==> src/rtl/grant_scheduler.sv <==
// Four-way round-robin grant scheduler with a bounded hold time and a mandatory
// one-cycle gap between owners. Every output is registered.
module grant_scheduler #(
    parameter int unsigned MAX_HOLD = 8
) (
    input  logic       clk,
    input  logic       rst,
    input  logic [3:0] req,
    output logic [3:0] gnt,
    output logic [1:0] sel,
    output logic       sel_en,
    output logic       busy
);

    typedef enum logic [1:0] {
        IDLE  = 2'd0,
        GRANT = 2'd1,
        GAP   = 2'd2
    } state_t;

    localparam logic [7:0] HOLD_MAX = 8'(MAX_HOLD);

    function automatic logic [3:0] decode(input logic [1:0] idx);
        return 4'b0001 << idx;
    endfunction

    // First set request bit, searching upward from p with modulo-4 wrap.
    function automatic logic [1:0] pick(input logic [3:0] r, input logic [1:0] p);
        logic [1:0] k;
        logic       found;
        pick  = p;
        found = 1'b0;
        for (int i = 0; i < 4; i++) begin
            k = p + 2'(i);
            if (!found && r[k]) begin
                pick  = k;
                found = 1'b1;
            end
        end
    endfunction

    state_t     state_r, state_s;
    logic [1:0] sel_r, sel_s;
    logic       sel_en_r, sel_en_s;
    logic [3:0] gnt_r, gnt_s;
    logic       busy_r, busy_s;
    logic [1:0] ptr_r, ptr_s;
    logic [7:0] hold_cnt_r, hold_cnt_s;
    logic [3:0] others_s;

    // Next-state and next-output computation.
    always_comb begin
        state_s    = state_r;
        sel_s      = sel_r;
        sel_en_s   = 1'b0;
        ptr_s      = ptr_r;
        hold_cnt_s = hold_cnt_r;
        others_s   = req & ~decode(sel_r);
        case (state_r)
            IDLE, GAP: begin
                if (req != 4'b0000) begin
                    state_s    = GRANT;
                    sel_s      = pick(req, ptr_r);
                    sel_en_s   = 1'b1;
                    hold_cnt_s = 8'd1;
                end else begin
                    state_s = IDLE;
                    sel_s   = 2'b00;
                end
            end
            GRANT: begin
                // A release wins over preemption; both rotate the pointer identically.
                if (!req[sel_r] || ((hold_cnt_r == HOLD_MAX) && (others_s != 4'b0000))) begin
                    state_s = GAP;
                    ptr_s   = sel_r + 2'd1;
                end else begin
                    sel_en_s = 1'b1;
                    if (hold_cnt_r != HOLD_MAX) begin
                        hold_cnt_s = hold_cnt_r + 8'd1;
                    end else begin
                        hold_cnt_s = hold_cnt_r;
                    end
                end
            end
            default: begin
                state_s = IDLE;
                sel_s   = 2'b00;
            end
        endcase
        gnt_s  = sel_en_s ? decode(sel_s) : 4'b0000;
        busy_s = (state_s != IDLE);
    end

    // State and output registers with synchronous reset.
    always_ff @(posedge clk) begin
        if (rst) begin
            state_r    <= IDLE;
            sel_r      <= 2'b00;
            sel_en_r   <= 1'b0;
            gnt_r      <= 4'b0000;
            busy_r     <= 1'b0;
            ptr_r      <= 2'b00;
            hold_cnt_r <= 8'd0;
        end else begin
            state_r    <= state_s;
            sel_r      <= sel_s;
            sel_en_r   <= sel_en_s;
            gnt_r      <= gnt_s;
            busy_r     <= busy_s;
            ptr_r      <= ptr_s;
            hold_cnt_r <= hold_cnt_s;
        end
    end

    assign gnt    = gnt_r;
    assign sel    = sel_r;
    assign sel_en = sel_en_r;
    assign busy   = busy_r;

endmodule

==> config.mk <==
export PLATFORM = sky130hd
export DESIGN_NAME = grant_scheduler
export DESIGN_NICKNAME = d
export VERILOG_FILES = /design/src/rtl/grant_scheduler.sv
export SDC_FILE = /design/constraint.sdc
export NUM_CORES = 1
export LEC_CHECK = 0
export CORE_ASPECT_RATIO = 0.7
export CORE_MARGIN = 2
export CORE_UTILIZATION = 35
export DETAILED_ROUTE_END_ITERATION = 16
export RECOVER_POWER = 100
export SLEW_MARGIN = 20
export SYNTH_ARGS = -nofsm -noshare
export SYNTH_HDL_FRONTEND = slang
export SYNTH_SLANG_ARGS = --single-unit
==> constraint.sdc <==
create_clock -name clk -period 2.05 [get_ports clk]
set_input_delay 0.41 -clock clk [delete_from_list [all_inputs] [get_ports clk]]
set_output_delay 0.41 -clock clk [all_outputs]
set_load 0.02 [all_outputs]
==> impl_metrics.py, run 1 <==
metrics = {
    "run_status": {
        "status": "finished clean",
    },
    "worst_setup_path": {
        "worstPathMaxFanout": 6,
        "crit_chain": "clkdlybuf4s50_1 > mux4_2 > and2_1 > buf_4 > and3_1 > a211oi_2",
        "path_class": "input port to register",
        "slowest_stage": "mux4_2",
        "startpoint_type": "input port",
        "slowest_delay_ns": 0.51,
        "critPathRequiredTime_ns": 2.23,
        "cp.arrival_ns": 2.15,
        "critPathCaptureType": "register",
    },
    "placed_design": {
        "gp_congestion": 0.875,
        "dp_hpwl_um": 1850,
        "port_buffers": 13,
        "placed_area_mm2": 0.00138,
        "placedCellCount": 189,
    },
    "floorplan": {
        "die_y_um": 51.3,
        "core_area_mm2": 0.00311,
        "die_w_um": 71.6,
        "die_area_mm2": 0.00367,
        "row_count": 17,
        "io_pins": 14,
        "start_util_pct": 36.0,
    },
    "clock_tree": {
        "clkSinkCount": 20,
        "cts_buffers": 3,
        "cts_max_level": 1,
        "cts_root_buf": "clkbuf_8",
        "clk_pin_slew_ns": 0.08,
        "clk_path_buf_depth": 2,
        "hold_buffers": 0,
        "clk_latency_ns": 0.26,
        "cts_tree": "yes",
    },
    "synthesis": {
        "syn_nets": 140,
        "seq_area_frac_synth_pct": 35.8,
        "synth_cells": 128,
        "yosys_warnings": 0,
        "ys_ff_latch": 20,
        "ys_types": 39,
        "syn_area_mm2": 0.00112,
        "avgSynthCellArea_um2": 8.74,
    },
    "layout": {
        "stdcell_count": 194,
        "diodes": 0,
        "layout.area.seq_um2": 402,
        "layout.cells.most_common": "dfxtp_1",
        "drive_gt1_share_pct": 21.8,
        "finalInstanceArea_mm2": 0.00148,
        "fill_cells": 291,
        "final_cell_mix": "dfxtp_1, buf_4, nand2_1",
        "area_growth_pct": 32.0,
        "fin_nets": 169,
        "fin_util_pct": 47.5,
        "multiInputGateArea_um2": 682,
    },
    "sta": {
        "holdWs_ns": 0.482,
        "slew_headroom_pct": 56.7,
        "tightest_slew_ns": 0.640,
        "hold_viol": 0,
        "finalMaxSlewViolations": 0,
        "fin_crit_sh_pct": 95.9,
        "period_needed_ns": 1.97,
        "rsz0062_at_grt": "false",
        "fin_skew_ns": 0.00229,
        "fmax_mhz": 509,
        "finalSetupViolCount": 0,
    },
    "drt": {
        "ant_nets": 0,
        "drc": 0,
        "wl_um": 2510,
        "vias_per_cell": 5.14,
        "post_drt_wl_per_cell_um": 12.9,
        "vias": 997,
        "firstDrtPassIters": 4,
        "initialDrtViolationCount": 63,
    },
    "global_routing": {
        "grt_pass1_vias": 930,
        "grt_max_degree": 12,
        "grt.total_usage_pct": 14.3,
        "grt_pass1_wl_um": 4090,
        "overflow": 0,
        "antenna_found_initial": 0,
    },
    "pwr": {
        "p_leak_nw": 0.557,
        "ir_drop_uv": 356,
        "power_density_mw_per_mm2": 664,
    },
    "job": {
        "maxCapViolCount": 0,
    },
    "hold_path": {
        "hold_class": "register to register",
    },
}
==> metal layers <==
metal | global-route usage (%) | share of wire [%]
met4 | 4.72 | 1.6
met2 | 22.4 | 44
met1 | 19.2 | 50
met5 | 0 | 0
met3 | 3.75 | 4.0
==> path summary, 6_finish.rpt <==
kind | from | end | slack [ns] | cells after the start
hold reg to reg | hold_cnt_r[5] | hold_cnt_r[5] | 0.48 | 2
setup / recovery | req[2] | hold_cnt_r[0] | 0.08 | 6
setup reg to reg | hold_cnt_r[0] | gnt[0] | 0.18 | 8
hold / removal | hold_cnt_r[5] | hold_cnt_r[5] | 0.48 | 2
==> layout make-up <==
cell class | instances | area share, %
multi-input cells | 93 | 46.2
flip-flops and latches | 20 | 27.2
repair buffers | 29 | 17.1
clock buffers | 4 | 3.73
well taps | 38 | 3.22
inverters | 10 | 2.54
==> kinds of logic after synthesis <==
logic type	share of synthesized area, %
AO/OA/AOI/OAI	18.8
XOR/XNOR	1.57
adder cells (fa/ha/maj)	6.71
buffers and inverters	6.15
flip-flops	35.8
multiplexers	5.59
AND/OR/NAND/NOR	25.4
==> flip-flops by register name (all words and copies together) (netlist names) <==
signal	cells
busy	1
gnt	4
hold_cnt_r	8
ptr_r	2
sel	2
sel_en	1
state_r	2
==> power breakdown <==
| group | leakage (nW) | internal (mW) | switching, mW |
|---|---|---|---|
| registers | 0.164 | 0.412 | 0.0173 |
| clock network | 0.0288 | 0.171 | 0.136 |
| logic | 0.364 | 0.115 | 0.129 |
==> cells in the mapped netlist, drive strengths merged <==
cell	number	share of area, %
dfxtp	20	36
nand2	12	4.0
a21oi	10	4.5
inv	10	3.4
nor2	8	2.7
ha	6	6.7
o21ai	6	3.0
a211oi	5	3.4
nand2b	5	2.8
mux2i	4	3.6
nor2b	4	2.2
clkbuf	3	1.1
nand3	3	1.3
nor3	3	1.3
nor4b	3	3.5
or3	3	1.7
and2	2	1.3
and3	2	1.1
buf	2	1.7
nand4	2	1.1
nor4	2	1.1
or2	2	1.1
xnor2	2	1.6
a2111oi	1	1.3
a21boi	1	0.67
a311oi	1	0.78
a31oi	1	0.56
mux4	1	2.0
o21a	1	0.67
o21bai	1	0.67
o311ai	1	0.78
o41ai	1	2.5
==> worst max-delay path, delay by kind of cell <==
family                 cells  cell delay (ns)
muxes                      1             0.51
buffers and inverters      2             0.63
and+or+nand+nor            2             0.41
AOI/OAI and AO/OA          1             0.18
==> what timing repair did <==
action	CTS	global route
gates resized for setup	0	8
setup buffers	0	1
setup endpoints to repair	0	8
==> through the flow <==
step	power [mW]	setup TNS [ns]	setup slack (ns)
2_1_floorplan	0.579	0	0.126
3_3_place_gp	0.670	-1.52	-0.173
3_5_place_dp	0.676	-2.02	-0.196
4_1_cts	0.979	0	0.0692
5_1_grt	1.02	0	0.000473
6_report	0.980	0	0.0838
(Power assumes the default switching activity.)
==> run 2, diff against run 1 <==
--- a/config.mk
+++ b/config.mk
@@ -5,10 +5,13 @@
 export SDC_FILE = /design/constraint.sdc
 export NUM_CORES = 1
 export LEC_CHECK = 0
+export CELL_PAD_IN_SITES_DETAIL_PLACEMENT = 1
+export CELL_PAD_IN_SITES_GLOBAL_PLACEMENT = 1
 export CORE_ASPECT_RATIO = 0.7
 export CORE_MARGIN = 2
 export CORE_UTILIZATION = 35
 export DETAILED_ROUTE_END_ITERATION = 16
+export PLACE_DENSITY_LB_ADDON = 0.1
 export RECOVER_POWER = 100
 export SLEW_MARGIN = 20
 export SYNTH_ARGS = -nofsm -noshare
==> impl_metrics.py, run 2 (synthesis results as in run 1) <==
metrics = {
    "sta": {
        "period_needed_ns": 1.98,
        "finalMaxSlewViolations": 0,
        "slew_headroom_pct": 65.0,
        "hold_viol": 0,
        "rsz0062_at_grt": "false",
        "fmax_mhz": 506,
        "timing.final.ws_setup_ns": 0.0738,
        "tightest_slew_ns": 0.523,
        "finalSetupViolCount": 0,
        "fin_crit_sh_pct": 96.4,
        "fin_skew_ns": 0.00381,
        "holdWs_ns": 0.499,
    },
    "clock_tree": {
        "clk_pin_slew_ns": 0.07,
        "cts_buffers": 3,
        "cts_root_buf": "clkbuf_8",
        "clk_latency_ns": 0.25,
        "clkSinkCount": 20,
        "clk_path_buf_depth": 2,
        "cts_max_level": 1,
        "cts_tree": "yes",
    },
    "drt": {
        "vias": 1013,
        "post_drt_wl_per_cell_um": 14.7,
        "initialDrtViolationCount": 24,
        "wl_um": 2890,
        "firstDrtPassIters": 3,
        "ant_nets": 0,
        "drc": 0,
        "vias_per_cell": 5.17,
    },
    "global_routing": {
        "grt_pass1_wl_um": 4880,
        "grt.total_usage_pct": 17.4,
        "grt_pass1_vias": 1022,
        "antenna_found_initial": 0,
        "grt_max_degree": 14,
        "overflow": 0,
    },
    "layout": {
        "fin_nets": 171,
        "layout.cells.most_common": "dfxtp_1",
        "drive_gt1_share_pct": 22.8,
        "largest_register": "hold_cnt_r",
        "multiInputGateArea_um2": 697,
        "final_cell_mix": "dfxtp_1, buf_4, nand2_1",
        "largest_reg_flops": 8,
        "layout.area.seq_um2": 402,
        "diodes": 0,
        "area_growth_pct": 33.9,
        "fill_cells": 354,
    },
    "worst_setup_path": {
        "reg2reg_depth": 8,
        "path_class": "input port to register",
        "critPathRequiredTime_ns": 2.17,
        "slowest_delay_ns": 0.50,
        "worstPathMaxFanout": 6,
        "slowest_stage": "mux4_2",
        "crit_path_end": "hold_cnt_r[4]",
        "r2r_start": "hold_cnt_r[0]",
        "crit_chain": "clkdlybuf4s50_1 > mux4_2 > and2_2 > buf_4 > nand4_1 > xnor2_1 > nor3_2",
        "critPathLaunch": "req[0]",
        "timing.rr.end": "ptr_r[0]",
        "rrSetupSlack_ns": 0.21,
        "critPathCaptureType": "register",
        "cp.arrival_ns": 2.10,
        "startpoint_type": "input port",
    },
    "placed_design": {
        "dp_hpwl_um": 2340,
        "gp_congestion": 0.862,
        "pre_cts_ws_ns": -0.245,
        "port_buffers": 13,
    },
    "pwr": {
        "combPwrFrac_pct": 25.8,
        "switching_share_pct": 28.5,
        "seq_power_share_pct": 43.8,
        "p_leak_nw": 0.574,
        "p_sw_uw": 278,
        "power_density_mw_per_mm2": 652,
        "clock_power_share_pct": 30.3,
        "intPower_uw": 699,
        "finalPower_uw": 977,
        "ir_drop_uv": 333,
    },
    "floorplan": {
        "die_y_um": 51.3,
        "die_area_mm2": 0.00367,
        "io_pins": 14,
        "row_count": 17,
        "start_util_pct": 36.0,
        "core_area_mm2": 0.00311,
        "die_w_um": 71.6,
    },
    "hold_path": {
        "hold_class": "register to register",
    },
    "run_status": {
        "status": "finished clean",
    },
    "job": {
        "maxCapViolCount": 0,
    },
}
[run 2: cell count changes in the layout (fill, tap and decap cells not counted), sizes merged]
| cell | before | now |
|---|---|---|
| clkbuf | 4 | 7 |
| clkdlybuf4s50 | 6 | 3 |
| dlygate4sd3 | 6 | 8 |
| buf | 16 | 15 |
| dlymetal6s2s | 1 | 2 |
[run 2: per-layer routing]
metal	vias to the layer above	wire, µm	track usage, %
met2	10	1270	27.0
li1	508	-	-
met3	2	84	4.14
met1	493	1530	24.5
met4	0	7	3.46
met5	-	0	0
[run 2: critical path, delay by kind of cell]
kind | cells | cell delay (ns)
buffers and inverters | 2 | 0.62
xor gates and xnor gates | 1 | 0.14
muxes | 1 | 0.50
and+or+nand+nor | 3 | 0.42
[run 2: worst min-delay path by stage]
stage                  startpoint             to  slack [ns]  cells past startpoint
finish              hold_cnt_r[7]  hold_cnt_r[7]        0.50                      2
global route        hold_cnt_r[7]  hold_cnt_r[7]        0.53                      2
CTS                 hold_cnt_r[7]  hold_cnt_r[7]        0.49                      2
detailed placement  hold_cnt_r[7]  hold_cnt_r[7]        0.47                      2
global placement    hold_cnt_r[7]  hold_cnt_r[7]        0.46                      2
floorplan           hold_cnt_r[7]  hold_cnt_r[7]        0.44                      2
[run 2: stage by stage]
step           area [µm²]  std cells  setup TNS [ns]  util, %
2_1_floorplan        1120        128               0        -
3_3_place_gp         1390        191           -1.62     44.8
3_5_place_dp         1390        191           -2.46     44.8
4_1_cts              1450        195               0     46.6
5_1_grt              1500        196               0     48.2
6_report             1500        196               0     48.2
[run 2: repair_timing]
action	4_1_cts	5_1_grt
endpoints found under the setup margin	0	10
gates resized for setup	0	12
hold buffers	0	0
setup buffers	0	1
[run 2: power groups by stage]
stage / clock (mW) / sequential, mW / combinational, mW
after floorplan: 0 / 0.450 / 0.129
after global placement: 0 / 0.437 / 0.244
after detailed placement: 0 / 0.438 / 0.251
after CTS: 0.305 / 0.429 / 0.252
after global routing: 0.328 / 0.433 / 0.277
final: 0.296 / 0.428 / 0.253
[run 2: cell type report]
type                       count  share of cell area [%]
multi-input combinational     93                    46.5
sequential                    20                    26.8
timing repair buffer          31                    17.3
clock buffer                   4                    3.68
tap                           38                    3.17
inverter                      10                    2.51
==> run 3, diff against run 2 <==
==> constraint.sdc (replaced) <==
create_clock -name clk -period 2.18 [get_ports clk]
set_input_delay 0.436 -clock clk [delete_from_list [all_inputs] [get_ports clk]]
set_output_delay 0.436 -clock clk [all_outputs]
set_load 0.02 [all_outputs]
==> impl_metrics.py, run 3 (synthesis results as in run 1) <==
metrics = {
    "floorplan": {
        "core_area_mm2": 0.00311,
        "die_y_um": 51.3,
        "io_pins": 14,
        "die_area_mm2": 0.00367,
        "start_util_pct": 36.0,
        "row_count": 17,
        "die_w_um": 71.6,
    },
    "drt": {
        "vias_per_cell": 5.24,
        "firstDrtPassIters": 4,
        "ant_nets": 0,
        "met1Wirelength_um": 1520,
        "wl_um": 2810,
        "vias": 1006,
        "met3_length_um": 98,
        "routed.top_layer": "met4",
        "drc": 0,
        "routed-wl-met2_um": 1170,
        "initialDrtViolationCount": 29,
        "post_drt_wl_per_cell_um": 14.6,
    },
    "worst_setup_path": {
        "critPathLaunch": "req[0]",
        "critPathCaptureType": "register",
        "crit_path_end": "hold_cnt_r[5]",
        "reg2reg_depth": 8,
        "startpoint_type": "input port",
        "critPathRequiredTime_ns": 2.36,
        "path_class": "input port to register",
        "timing.rr.end": "hold_cnt_r[5]",
        "rrSetupSlack_ns": 0.22,
        "r2r_start": "sel[1]",
        "cp.arrival_ns": 2.28,
        "worstPathMaxFanout": 7,
    },
    "pwr": {
        "finalPower_uw": 856,
        "ir_drop_uv": 326,
        "power_density_mw_per_mm2": 606,
        "p_leak_nw": 0.530,
    },
    "global_routing": {
        "grt_pass1_vias": 993,
        "antenna_found_initial": 0,
        "overflow": 0,
        "grt_max_degree": 12,
        "grt_pass1_wl_um": 4910,
        "grt.total_usage_pct": 17.6,
    },
    "sta": {
        "finalMaxSlewViolations": 0,
        "period_needed_ns": 2.09,
        "fin_crit_sh_pct": 96.1,
        "fmax_mhz": 477,
        "hold_viol": 0,
        "finalSetupViolCount": 0,
        "rsz0062_at_grt": "false",
        "slew_headroom_pct": 57.7,
        "tightest_slew_ns": 0.625,
        "fin_skew_ns": 0.00187,
    },
    "placed_design": {
        "gp_congestion": 0.860,
        "dp_hpwl_um": 2310,
        "port_buffers": 13,
        "placed_area_mm2": 0.00138,
    },
    "layout": {
        "final_cell_mix": "dfxtp_1, nand2_1, buf_4",
        "fin_util_pct": 45.4,
        "fin_nets": 168,
        "fill_cells": 365,
        "layout.cells.most_common": "dfxtp_1",
        "area_growth_pct": 26.2,
        "diodes": 0,
        "largest_register": "hold_cnt_r",
        "largest_reg_flops": 8,
        "drive_gt1_share_pct": 16.2,
        "finalInstanceArea_mm2": 0.00141,
    },
    "clock_tree": {
        "cts_root_buf": "clkbuf_8",
        "cts_buffers": 3,
        "clk_path_buf_depth": 2,
        "post_cts.repair.setup_buffers": 0,
        "cts_tree": "yes",
        "clk_latency_ns": 0.25,
        "clkSinkCount": 20,
        "cts_max_level": 1,
        "clk_pin_slew_ns": 0.07,
    },
    "job": {
        "maxCapViolCount": 0,
    },
    "run_status": {
        "status": "finished clean",
    },
    "hold_path": {
        "hold_class": "register to register",
    },
}
-- run 3: changes by cell type in the layout (fill, tap and decap cells not counted), moves of 2 or more --
| cell | previous run | this run |
|---|---|---|
| a211oi_1 | 2 | 4 |
| a211oi_2 | 3 | 1 |
| buf_4 | 15 | 12 |
| clkdlybuf4s50_1 | 3 | 5 |
| dlymetal6s2s_1 | 2 | 0 |
| nor4_1 | 0 | 2 |
| nor4_2 | 2 | 0 |
| nor4b_1 | 0 | 2 |
| nor4b_2 | 3 | 1 |
-- run 3: how the worst min path moves through the flow --
stage | from | endpoint | slack (ns) | cells after the start
floorplan | hold_cnt_r[7] | hold_cnt_r[7] | 0.44 | 2
global placement | hold_cnt_r[7] | hold_cnt_r[7] | 0.46 | 2
detailed placement | hold_cnt_r[7] | hold_cnt_r[7] | 0.48 | 2
CTS | hold_cnt_r[7] | hold_cnt_r[7] | 0.49 | 2
global route | hold_cnt_r[5] | hold_cnt_r[5] | 0.51 | 2
finish | hold_cnt_r[7] | hold_cnt_r[7] | 0.49 | 2
-- run 3: report_power, final --
part           switching, mW  total (mW)  internal (mW)  leakage (nW)
logic                  0.119       0.221          0.102         0.345
clock network          0.109       0.231          0.123        0.0216
registers             0.0162       0.404          0.387         0.164
-- run 3: routing by layer --
| layer | global-route usage [%] | up-vias |
|---|---|---|
| met5 | 0 | - |
| met3 | 4.73 | 2 |
| met1 | 25.2 | 487 |
| met4 | 1.89 | 0 |
| met2 | 27.2 | 13 |
| li1 | - | 504 |
-- run 3: critical path, cell delays in order --
cell and delay [ns]:
clkdlybuf4s50_1 0.46, nor2b_1 0.16, a2111oi_2 0.35, buf_4 0.19, o21ai_2 0.12, a211oi_1 0.35
mux2i_1 0.21
-- run 3: area by class of cell --
cell class / instances / area, µm² / area share (%)
Timing Repair Buffer: 28 / 235 / 16.7
Tap cell: 38 / 47.5 / 3.37
Clock buffer: 3 / 41.3 / 2.93
Sequential cell: 20 / 402 / 28.5
Inverter: 10 / 37.5 / 2.66
Multi-Input combinational cell: 93 / 648 / 45.9
-- run 3: repair_timing --
item	in CTS	in global routing
hold endpoints to repair	0	0
resized for setup	0	2
setup endpoints to repair	0	1
hold buffers	0	0
-- run 3: metrics by stage --
step	std cells	TNS, ns	hold WS [ns]	setup slack [ns]
floorplan	128	0	0.443	0.256
global placement	189	-0.325	0.461	-0.0793
CTS	192	0	0.490	0.0881
detailed placement	189	-0.906	0.482	-0.160
finish	192	0	0.492	0.0852
global route	192	0	0.506	0.0366
==> RTL change 1 (config.mk and constraints of run 1) <==
Encoding of `state_t`: now one-hot (3 bits for 3 states).
--- a/src/rtl/grant_scheduler.sv
+++ b/src/rtl/grant_scheduler.sv
@@ -14,6 +14,6 @@
 
-    typedef enum logic [1:0] {
-        IDLE  = 2'd0,
-        GRANT = 2'd1,
-        GAP   = 2'd2
+    typedef enum logic [2:0] {
+        IDLE  = 3'b001,
+        GRANT = 3'b010,
+        GAP   = 3'b100
     } state_t;
Function: no difference found for any inputs over 10 cycles, from zero or initial values and one cycle with rst high; not proved beyond that.
==> RTL change 1 against run 1 <==
  * Worst setup slack better by 0.036 ns
  * Routed wire length is 16% lower
  * Count of clock-buffer cells in the layout is 1 lower
  * Design area is 12% lower
  * Synthesized cell count is 8.6% lower
  * Sequential cell count is 1 higher
  * Global-route usage is 0.24 points lower
  * Total power is 8.6% lower
  * Sequential share of layout area is 5.1 points higher
  * Synthesized area is 6.4% lower
  * Largest power group unchanged
==> RTL change 1: results (changes against run 1) <==
stage,metric,value,unit,change
status,status,"complete, no violations",,
critical_path,flop-to-flop setup slack,0.28,ns,+0.10 ns
logic_synthesis,count of unique library cells instantiated by Yosys,36,,-7.7%
critical_path,data arrival at the endpoint of the critical path,2.08,ns,-0.07 ns
global_routing,largest net degree at the start of global routing,13,,+1
detailed_routing,number of vias in the routed layout,848,,-15%
detailed_routing,Initial DRC Count,49,,-22%
pwr,Peak VDD IR,0.000411,V,+15%
global_routing,combined global-route utilization of all metal layers,14.1,%,-0.24 points
critical_path,cell type of the slowest stage on the worst timing path,sky130_fd_sc_hd__clkdlybuf4s50_1,,
global_routing,number of global-route vias before repair,794,,-15%
layout,fraction of layout instances using a drive strength above 1,12.1,%,-9.7 points
critical_path,kind of cell adding the most delay to the critical path,simple AND/OR/NAND/NOR gates,,
layout,Final nets,153,,-9.5%
detailed_routing,routed wire length,2100,µm,-16%
critical_path,worst r2r dst,gnt[2],,
logic_synthesis,portion of the post-synthesis area used by sequential elements,40.1,%,+4.3 points
sta,relative slew slack,79.4,%,+23 points
logic_synthesis,Mapped Nets,129,,-7.9%
sta,tightest hold margin,0.495,ns,+0.0132 ns
logic_synthesis,cell types with the largest area share after synthesis,"sky130_fd_sc_hd__dfxtp_1, sky130_fd_sc_hd__ha_1, sky130_fd_sc_hd__a21oi_1",,
critical_path,start point of the critical path,req[0],,
place,HPWL Detailed,1680,µm,-9.5%
min_path,Worst Min Path Start,hold_cnt_r[7],,
critical_path,launching point of the worst reg2reg path,sel[1],,
place,final weighted congestion of routability-driven global placement,0.811,,-7.4%
logic_synthesis,Synth top cells by count,"sky130_fd_sc_hd__dfxtp_1, sky130_fd_sc_hd__nor2_1, sky130_fd_sc_hd__a21oi_1",,
global_routing,first-pass GRT wire length,3710,µm,-9.4%
sta,Clock Skew,0.00656,ns,+0.00427 ns
## RTL change 1: changes by cell type after synthesis, moves of 3 or more
cell                       change
sky130_fd_sc_hd__nor2_1        +6
sky130_fd_sc_hd__mux2i_1       -3
sky130_fd_sc_hd__xor2_1        +4
sky130_fd_sc_hd__nand2_1       -6
sky130_fd_sc_hd__a211oi_1      -4
## RTL change 1: report_power, final
part | leakage, µW | switching, µW | internal (µW)
sequential | 0.000171 | 18.1 | 434
clock | 0.0000255 | 127 | 135
combinational | 0.000339 | 97.9 | 84.8
total | 0.000535 | 243 | 654
## RTL change 1: logic make-up after synthesis
logic type / Yosys count / synth area share (%)
and+or+nand+nor: 47 / 26.3
AOI/OAI and AO/OA: 26 / 16.0
DFF: 21 / 40.1
buffers and inverters: 11 / 3.94
adders and majority gates: 6 / 7.17
xor gates and xnor gates: 4 / 3.34
muxes: 2 / 3.11
## RTL change 1: metrics by stage
stage	power, µW	std cells	setup WS (ns)
finish	896	176	0.120
global route	956	176	0.0459
CTS	915	176	0.126
detailed placement	652	172	-0.153
global placement	651	172	-0.133
floorplan	568	117	0.252
## RTL change 1: metal layers
metal | GRT usage (%) | up-vias | part of all wire (%)
met2 | 18.8 | 19 | 37
met4 | 5.23 | 0 | 1.2
li1 | - | 450 | -
met1 | 20.2 | 375 | 55
met5 | 0 | - | 0
met3 | 5.52 | 4 | 6.8
## RTL change 1: tightest hold or removal path: stages (launching register included)
cell,delay [ns]
sky130_fd_sc_hd__dfxtp_1,0.32
sky130_fd_sc_hd__o21ai_0,0.07
sky130_fd_sc_hd__a21oi_1,0.06
## RTL change 1: area by class of cell
cell class	instances	area, µm²
fillers	278	1520
clock inverters	1	5.00
flip-flops and latches	21	420
well taps	36	45.0
clock buffers	3	41.3
repair buffers	20	179
multi-input cells	85	572
inverters	10	37.5
==> RTL change 2 (flow settings as in run 1) <==
Made on the original files. Set the parameter `MAX_HOLD` to 4 (it was 8).
--- a/src/rtl/grant_scheduler.sv
+++ b/src/rtl/grant_scheduler.sv
@@ -3,3 +3,3 @@
 module grant_scheduler #(
-    parameter int unsigned MAX_HOLD = 8
+    parameter int unsigned MAX_HOLD = 4
 ) (
Formal check against the unedited RTL: not equivalent (a bounded check fails within 10 cycles, from zero or initial values and one cycle with rst high).
==> RTL change 2 against run 1 <==
  * Critical path depth stayed put
  * Worst setup slack better by 0.0074 ns
  * Final cell count is 6.2% lower
  * Clock skew is 0.0045 ns higher
  * Synthesized cell count is 8.6% lower
  * Design area is 4.5% lower
  * Sequential share of layout area is 1.2 points higher
  * Routed wire length is 10% lower
  * Maximum frequency is 0.38% higher
  * Sequential cell count stayed put
  * Sequential power is 0.9% higher
  * First-iteration DRC count is 44% lower
  * Total power is 9.2% lower
  * Synthesized area is 2.6% lower
  * Critical endpoint is now ptr_r[0]
  * Highest routed layer is now met3
==> RTL change 2: results (changes against run 1) <==
stage,metric,value,unit,change
critical_path,worst r2r dst,gnt[2],,
status,status,"complete, no violations",,
detailed_routing,number of vias in the routed layout,912,,-8.5%
critical_path,longest individual stage delay on the worst path,0.58,ns,+0.07 ns
logic_synthesis,Synth Instances,117,,-8.6%
global_routing,combined global-route utilization of all metal layers,14.1,%,-0.18 points
global_routing,met3 usage in global routing,4.82,%,+1.1 points
sta,actual slew at the worst max-slew pin,0.443,ns,-0.197 ns
detailed_routing,sum of routed wire segments on met1,1160,µm,-8.0%
pwr,Peak VDD IR,0.000354,V,-0.62%
pwr,cell leakage power,0.000563,µW,+1.1%
sta,clock period minus worst slack,1.96,ns,-0.00743 ns
detailed_routing,average wire per cell in the routed design,12.4,µm,-4.0%
global_routing,number of global-route vias before repair,886,,-4.7%
place,final weighted congestion of routability-driven global placement,0.822,,-6.0%
place,post-detailed-placement cell area,1360,µm²,-1.6%
critical_path,data arrival at the endpoint of the critical path,2.09,ns,-0.06 ns
critical_path,launching point of the worst reg2reg path,sel[1],,
layout,fill cell count,266,,-8.6%
detailed_routing,max layer used,met3,,
global_routing,met2 capacity usage during global routing,23.2,%,+0.83 points
layout,count of non-filler cells in the finished layout,182,,-6.2%
place,HPWL Detailed,1750,µm,-5.4%
critical_path,start point of the critical path,req[3],,
logic_synthesis,portion of the post-synthesis area used by sequential elements,36.7,%,+0.95 points
detailed_routing,Initial DRC Count,35,,-44%
critical_path,flop-to-flop setup slack,0.16,ns,-0.02 ns
sta,Clock Skew,0.00675,ns,+0.00445 ns
detailed_routing,met3 wire length,64,µm,-36%
global_routing,first-pass GRT wire length,3970,µm,-2.9%
detailed_routing,met2 routed wirelength,1040,µm,-6.6%
logic_synthesis,Synth top cells by count,"sky130_fd_sc_hd__dfxtp_1, sky130_fd_sc_hd__nor2_1, sky130_fd_sc_hd__nor2b_1",,
logic_synthesis,Mapped Nets,129,,-7.9%
critical_path,"critical path fanouts, max",3,,-3
global_routing,met1 demand-to-capacity share in global routing,18.8,%,-0.33 points
## RTL change 2: power breakdown
part	switching [µW]	total (µW)	internal (µW)
Combinational	108	213	105
Clock	113	244	130
Sequential	22.1	433	411
Total	243	890	647
## RTL change 2: logic make-up after synthesis
logic type	after synthesis	share of synthesized area (%)
adders and majority gates	6	6.89
xor gates and xnor gates	6	4.82
AOI/OAI and AO/OA	15	14.9
and+or+nand+nor	56	29.4
buffers and inverters	10	3.44
muxes	4	3.79
DFF	20	36.7
## RTL change 2: area by class of cell
cell class              instances  area, µm²  area share [%]
clock buffers                   3       41.3            2.93
inverters                       8       30.0            2.13
multi-input cells              87        658            46.7
flip-flops and latches         20        400            28.4
well taps                      36       45.0            3.19
repair buffers                 28        235            16.7
## RTL change 2: worst register-to-register path, stage by stage (launching register included)
cell	delay, ns
sky130_fd_sc_hd__dfxtp_1	0.48
sky130_fd_sc_hd__inv_1	0.12
sky130_fd_sc_hd__ha_1	0.19
sky130_fd_sc_hd__nor2b_1	0.19
sky130_fd_sc_hd__a2111oi_4	0.08
sky130_fd_sc_hd__clkbuf_4	0.14
sky130_fd_sc_hd__o21a_4	0.19
sky130_fd_sc_hd__o21bai_4	0.18
sky130_fd_sc_hd__and3b_1	0.20
## RTL change 2: worst min path at each step
stage / from / to / slack (ns) / cells after the start
final: hold_cnt_r[0] / hold_cnt_r[0] / 0.54 / 1
after global routing: hold_cnt_r[0] / hold_cnt_r[0] / 0.58 / 1
after floorplan: hold_cnt_r[7] / hold_cnt_r[7] / 0.48 / 2
after CTS: hold_cnt_r[7] / hold_cnt_r[7] / 0.53 / 2
after detailed placement: hold_cnt_r[7] / hold_cnt_r[7] / 0.52 / 2
after global placement: hold_cnt_r[7] / hold_cnt_r[7] / 0.50 / 2
